File: config.mk
export PLATFORM = sky130hd
export DESIGN_NAME = shift_nib_in_byte_flat
export DESIGN_NICKNAME = d
export VERILOG_FILES = /design/src/rtl/shift_nib_in_byte_if.sv /design/src/rtl/shift_nib_in_byte.sv /design/src/flat_wrapper.sv
export SDC_FILE = /design/constraint.sdc
export NUM_CORES = 1
export LEC_CHECK = 0
export ABC_AREA = 1
export CAP_MARGIN = 40
export CORE_UTILIZATION = 45
export DETAILED_ROUTE_END_ITERATION = 10
export HOLD_SLACK_MARGIN = 0.03
export PLACE_DENSITY = 0.77
export SYNTH_ARGS = -nofsm -noshare
export SYNTH_HDL_FRONTEND = slang
export SYNTH_SLANG_ARGS = --single-unit
export TNS_END_PERCENT = 1
File: constraint.sdc
create_clock -name clk -period 1.06 [get_ports clk]
set_input_delay 0.106 -clock clk [delete_from_list [all_inputs] [get_ports clk]]
set_output_delay 0.106 -clock clk [all_outputs]
set_load 0.05 [all_outputs]
File: src/rtl/shift_nib_in_byte_if.sv
// Nibble receiver bus: host-side strobe/data plus consumer-side holding register handshake.
`timescale 1ns/1ps
interface shift_nib_in_byte_if #(
    parameter int unsigned WORD_NIBBLES = 2
);
    logic                      select;
    logic                      nclk;
    logic [3:0]                nin;
    logic [4*WORD_NIBBLES-1:0] data;
    logic                      data_valid;
    logic                      data_ack;
    logic                      busy;
    logic                      overrun;

    modport master (
        output select,
        output nclk,
        output nin,
        output data_ack,
        input  data,
        input  data_valid,
        input  busy,
        input  overrun
    );

    modport slave (
        input  select,
        input  nclk,
        input  nin,
        input  data_ack,
        output data,
        output data_valid,
        output busy,
        output overrun
    );
endinterface

File: src/rtl/shift_nib_in_byte.sv
// Nibble-wide receiver: synchronises an asynchronous strobe/data bus, shifts
// nibbles in high-first and presents completed words in a one-deep holding
// register with valid/ack handshake and a sticky overrun flag.
`timescale 1ns/1ps
module shift_nib_in_byte #(
    parameter int unsigned SYNC_STAGES  = 2,
    parameter int unsigned WORD_NIBBLES = 2
) (
    input  logic                clk,
    input  logic                reset_n,
    shift_nib_in_byte_if.slave  bus
);

    localparam int unsigned W  = 4 * WORD_NIBBLES;
    localparam int unsigned CW = $clog2(WORD_NIBBLES + 1);
    localparam logic [CW-1:0] LAST = CW'(WORD_NIBBLES - 1);

    typedef enum logic {
        IDLE,
        ASSEMBLE
    } state_t;

    logic [SYNC_STAGES-1:0]      nclk_sync_q;
    logic [SYNC_STAGES-1:0][3:0] nin_sync_q;
    logic                        nclk_prev_q;

    state_t          state_q, state_d;
    logic [CW-1:0]   count_q, count_d;
    logic [W-1:0]    shift_q, shift_d;
    logic [W-1:0]    data_q, data_d;
    logic            valid_q, valid_d;
    logic            overrun_q, overrun_d;
    logic            select_prev_q;

    logic            nclk_s;
    logic [3:0]      nin_s;
    logic            strobe_edge;
    logic            take;
    logic            complete;
    logic [W+3:0]    shift_ext;
    logic [W-1:0]    assembled;

    // Strobe and data share identical flop chains so data stays aligned with the strobe.
    always_ff @(posedge clk) begin
        if (!reset_n) begin
            nclk_sync_q <= '0;
            nin_sync_q  <= '0;
            nclk_prev_q <= 1'b0;
        end else begin
            nclk_sync_q <= {nclk_sync_q[SYNC_STAGES-2:0], bus.nclk};
            nin_sync_q  <= {nin_sync_q[SYNC_STAGES-2:0], bus.nin};
            nclk_prev_q <= nclk_sync_q[SYNC_STAGES-1];
        end
    end

    assign nclk_s      = nclk_sync_q[SYNC_STAGES-1];
    assign nin_s       = nin_sync_q[SYNC_STAGES-1];
    assign strobe_edge = nclk_s & ~nclk_prev_q;
    assign take        = strobe_edge & bus.select;
    assign complete    = take && (count_q == LAST);
    // Widen before truncating so the shift also works for single-nibble words.
    assign shift_ext   = {shift_q, nin_s};
    assign assembled   = shift_ext[W-1:0];

    // Register all assembly, holding and flag state.
    always_ff @(posedge clk) begin
        if (!reset_n) begin
            state_q       <= IDLE;
            count_q       <= '0;
            shift_q       <= '0;
            data_q        <= '0;
            valid_q       <= 1'b0;
            overrun_q     <= 1'b0;
            select_prev_q <= 1'b0;
        end else begin
            state_q       <= state_d;
            count_q       <= count_d;
            shift_q       <= shift_d;
            data_q        <= data_d;
            valid_q       <= valid_d;
            overrun_q     <= overrun_d;
            select_prev_q <= bus.select;
        end
    end

    // Next-state: nibble assembly, word hand-off to the holding register, overrun tracking.
    always_comb begin
        state_d   = state_q;
        count_d   = count_q;
        shift_d   = shift_q;
        data_d    = data_q;
        valid_d   = valid_q;
        overrun_d = overrun_q;

        if (!bus.select) begin
            state_d = IDLE;
            count_d = '0;
            shift_d = '0;
            if (select_prev_q) begin
                overrun_d = 1'b0;
            end
        end else if (take) begin
            shift_d = assembled;
            if (complete) begin
                state_d = IDLE;
                count_d = '0;
            end else begin
                state_d = ASSEMBLE;
                count_d = count_q + 1'b1;
            end
        end

        if (complete) begin
            if (!valid_q || bus.data_ack) begin
                data_d  = assembled;
                valid_d = 1'b1;
            end else begin
                overrun_d = 1'b1;
            end
        end else if (bus.data_ack) begin
            valid_d = 1'b0;
        end
    end

    assign bus.data       = data_q;
    assign bus.data_valid = valid_q;
    assign bus.busy       = (count_q != '0);
    assign bus.overrun    = overrun_q;

endmodule

File: src/flat_wrapper.sv
// flat-port wrapper written by rule: the top's interface ports become plain ports
module shift_nib_in_byte_flat 
#(
    parameter int unsigned SYNC_STAGES  = 2,
    parameter int unsigned WORD_NIBBLES = 2
)
  (clk, reset_n, bus_select, bus_nclk, bus_nin, bus_data_ack, bus_data, bus_data_valid, bus_busy, bus_overrun);
  shift_nib_in_byte_if #(.WORD_NIBBLES(WORD_NIBBLES)) bus_i ();
  input  logic clk;
  input  logic reset_n;
  input wire logic [$bits(bus_i.select)-1:0] bus_select;
  input wire logic [$bits(bus_i.nclk)-1:0] bus_nclk;
  input wire logic [$bits(bus_i.nin)-1:0] bus_nin;
  input wire logic [$bits(bus_i.data_ack)-1:0] bus_data_ack;
  output wire logic [$bits(bus_i.data)-1:0] bus_data;
  output wire logic [$bits(bus_i.data_valid)-1:0] bus_data_valid;
  output wire logic [$bits(bus_i.busy)-1:0] bus_busy;
  output wire logic [$bits(bus_i.overrun)-1:0] bus_overrun;
  assign bus_i.select = bus_select;
  assign bus_i.nclk = bus_nclk;
  assign bus_i.nin = bus_nin;
  assign bus_i.data_ack = bus_data_ack;
  assign bus_data = bus_i.data;
  assign bus_data_valid = bus_i.data_valid;
  assign bus_busy = bus_i.busy;
  assign bus_overrun = bus_i.overrun;
  shift_nib_in_byte #(.SYNC_STAGES(SYNC_STAGES), .WORD_NIBBLES(WORD_NIBBLES)) u_core (.clk(clk), .reset_n(reset_n), .bus(bus_i));
endmodule
==> metrics <==
status finished with violations; failing checks negative setup slack; Clk Tree Root Cell clkbuf_4; Crit. End Element primary output; first-pass GRT wire length 3370 µm; crit-path max cell delay 0.36 ns; Clock transition at path regs 0.14 ns; initial antenna violation count 0; most frequent cell after synthesis inv_1; Max Buffers Root-to-Sink 2; die height 50.8 µm; share of synthesized registers carrying an async set or reset 0; Synth top area share 0.523; fin cells 188; placed insts 183; Yosys top cell by area dfxtp_1; vias in the first global route 799; WS Path Type reg2out; fillers 180; Synth warnings 0; fraction of the yosys area taken by sequential cells 0.523; synthesized cell area 0.00107 mm²; Hold Path Class in2reg; synthesized net count 142; drt initial violations 7; most frequent cells after synthesis 29 x inv_1, 28 x dfxtp_1, 22 x nand2_1, 17 x nor2_1, 8 x nand4_1; P&R area growth vs syn 42.1%; CTS buffer count 3; clk_skew 0.00432 ns; min cycle time layout 1.26 ns; Die ar. 0.00258 mm²; Initial Util 0.480; Pins Over Slew Limit 0; Slew headroom 0.859; Worst path top cell family by delay flip-flops; number of synthesized flops with an enable pin 0; DP Worst Slack -0.274 ns; Global Route met3 Usage 0.0387; Post-Synth Adder-Cell Area 0.0233; simple-gate share of the synthesized area 0.245; setup violators final 11; core area 0.00223 mm²; routed wire length 1960 µm; VDD IR max 0.00111 V; Final Cycle Share 1.19; WL per Instance 10.4 µm; share of layout cells above drive strength 1 0.263; Total Nets Final 172; post-route ant nets 0; critical path cell sequence inv_2 > buf_6 > ha_4 > inv_2 > buf_12; met1 usage in global routing 0.201; Final GP Congestion 0.820; CP max-delay cell dfxtp_2; largest net degree at the start of global routing 16; Final Util 0.682; TritonCTS clock tree done; Final Hold Vio Count 0; Worst-Margin Slew 0.209 ns; Main synth FF type dfxtp_1; I/O pins 20; post-route setup slack -0.201 ns; Rows 17; Antenna Diode Count 0; largest family of logic cells by synthesized area simple AND/OR/NAND/NOR gates; via total after detailed routing 866; cell mode on critical path inv_2; met2 Use GR 0.318; Syn Area/Cell 8.19 µm²; I/O Buffers 19; worst-path fanout max 2; max-cap violations 0; gr ovfl total 0; HPWL after DPL 1490 µm; Die X-Extent 50.8 µm; CTS Sinks 28; drt pass-1 iters 4; pwr/cell area 1130 mW/mm²; WHS 0.289 ns; ranking of synthesized cells by area dfxtp_1 52%, inv_1 10%, nand2_1 7.7%, nor2_1 6.0%, nand4_1 4.7%; Reg area 568 µm²; crit path launch type flop; DRC viols 0; Pleak 0.689 nW; Worst EP arrival 1.15 ns; unrepaired setup endpoints after global routing true; compound-gate portion of the synthesized area 0.0723; cell count after synthesis 131; Tot Pwr 0.00172 W; mux contribution to synthesized area 0; Synth Area in XOR/XNOR 0; Synth Register Bits 28; WP data required 0.95 ns; fmax 793 MHz; clk_lat worst skew 0.32 ns; Most Crowded Layer GR met2; H-tree levels 1; CP bufs+invs 4; GRT Overall Usage 0.181; vias per inst 4.61; distinct cell type count after synthesis 16; area occupied by multi-input gates 378 µm²
[final timing paths]
kind	from	to	cells after the start	slack, ns
setup / recovery	u_core.count_q[1]	bus_busy	5	-0.20
hold / removal	bus_nin[1]	u_core.nin_sync_q[1]	3	0.29
setup reg to reg	u_core.count_q[1]	u_core.count_q[0]	6	-0.09
hold reg to reg	u_core.nin_sync_q[2]	u_core.nin_s[2]	2	0.42
[cells by family after synthesis]
logic type                 after synthesis
AOI/OAI and AO/OA                       14
adders and majority gates                2
buffers and inverters                   33
DFF                                     28
and+or+nand+nor                         54
[worst register-to-register path: stages, from the launching register on]
cell	delay (ns)
dfxtp_2	0.35
inv_2	0.05
ha_1	0.18
buf_4	0.18
inv_1	0.08
a21oi_1	0.15
nor2_1	0.07
[report_power, final]
part,switching (W),internal [W]
Sequential,0.0000100,0.00107
Combinational,0.0000595,0.0000641
Clock,0.000300,0.000210
[flip-flops by register name, summed over array words and instances, names as in the netlist]
signal,flops
u_core.bus.data,8
u_core.bus.data_valid,1
u_core.bus.overrun,1
u_core.count_q,2
u_core.nclk_prev_q,1
u_core.nclk_sync_q,2
u_core.nin_s,4
u_core.nin_sync_q,4
u_core.select_prev_q,1
u_core.shift_q,4
[through the flow]
step                      TNS, ns  area [µm²]
after floorplan                 0        1080
after global placement      -2.94        1450
after detailed placement    -3.60        1450
after CTS                  -0.948        1520
after global routing        -1.88        1520
final                      -0.836        1520
[layer usage]
layer  vias to the layer above  part of all wire
met2                        24              0.51
met5                         -                 0
met1                       384              0.43
met4                         0             0.021
met3                         4             0.038
li1                        454                 -
[final cells by class]
cell class	instances	area share
flip-flops and latches	28	0.373
inverters	29	0.0731
well taps	28	0.0230
multi-input cells	70	0.248
clock buffers	4	0.0238
repair buffers	29	0.259
[cell usage in the layout, fill, tap and decap left out]
master,synthesis,final
inv_1,29,26
ha_1,2,1
clkbuf_8,0,1
buf_12,0,12
dfxtp_4,0,1
dfxtp_2,0,3
buf_4,0,7
clkbuf_4,0,3
nand4_1,8,8
nand3_2,3,3
nand2_1,22,22
a21oi_2,2,2
nand2_2,1,1
clkdlybuf4s50_1,0,8
nand4_2,1,1
o21ai_0,6,3
inv_4,0,1
ha_4,0,1
nor2_1,17,17
o21ai_1,0,3
dfxtp_1,28,24
a21oi_1,6,6
nor2_2,1,1
buf_6,3,2
inv_2,0,2
nor2_4,1,1
[timing repair]
item / in CTS / in global routing
endpoints found under the setup margin: 11 / 15
buffers inserted: 1 / 0
gates resized for setup: 10 / 4
pin swaps: 1 / 1
hold buffers: 0 / 0
Note: power is estimated with default switching activity, not from simulation.
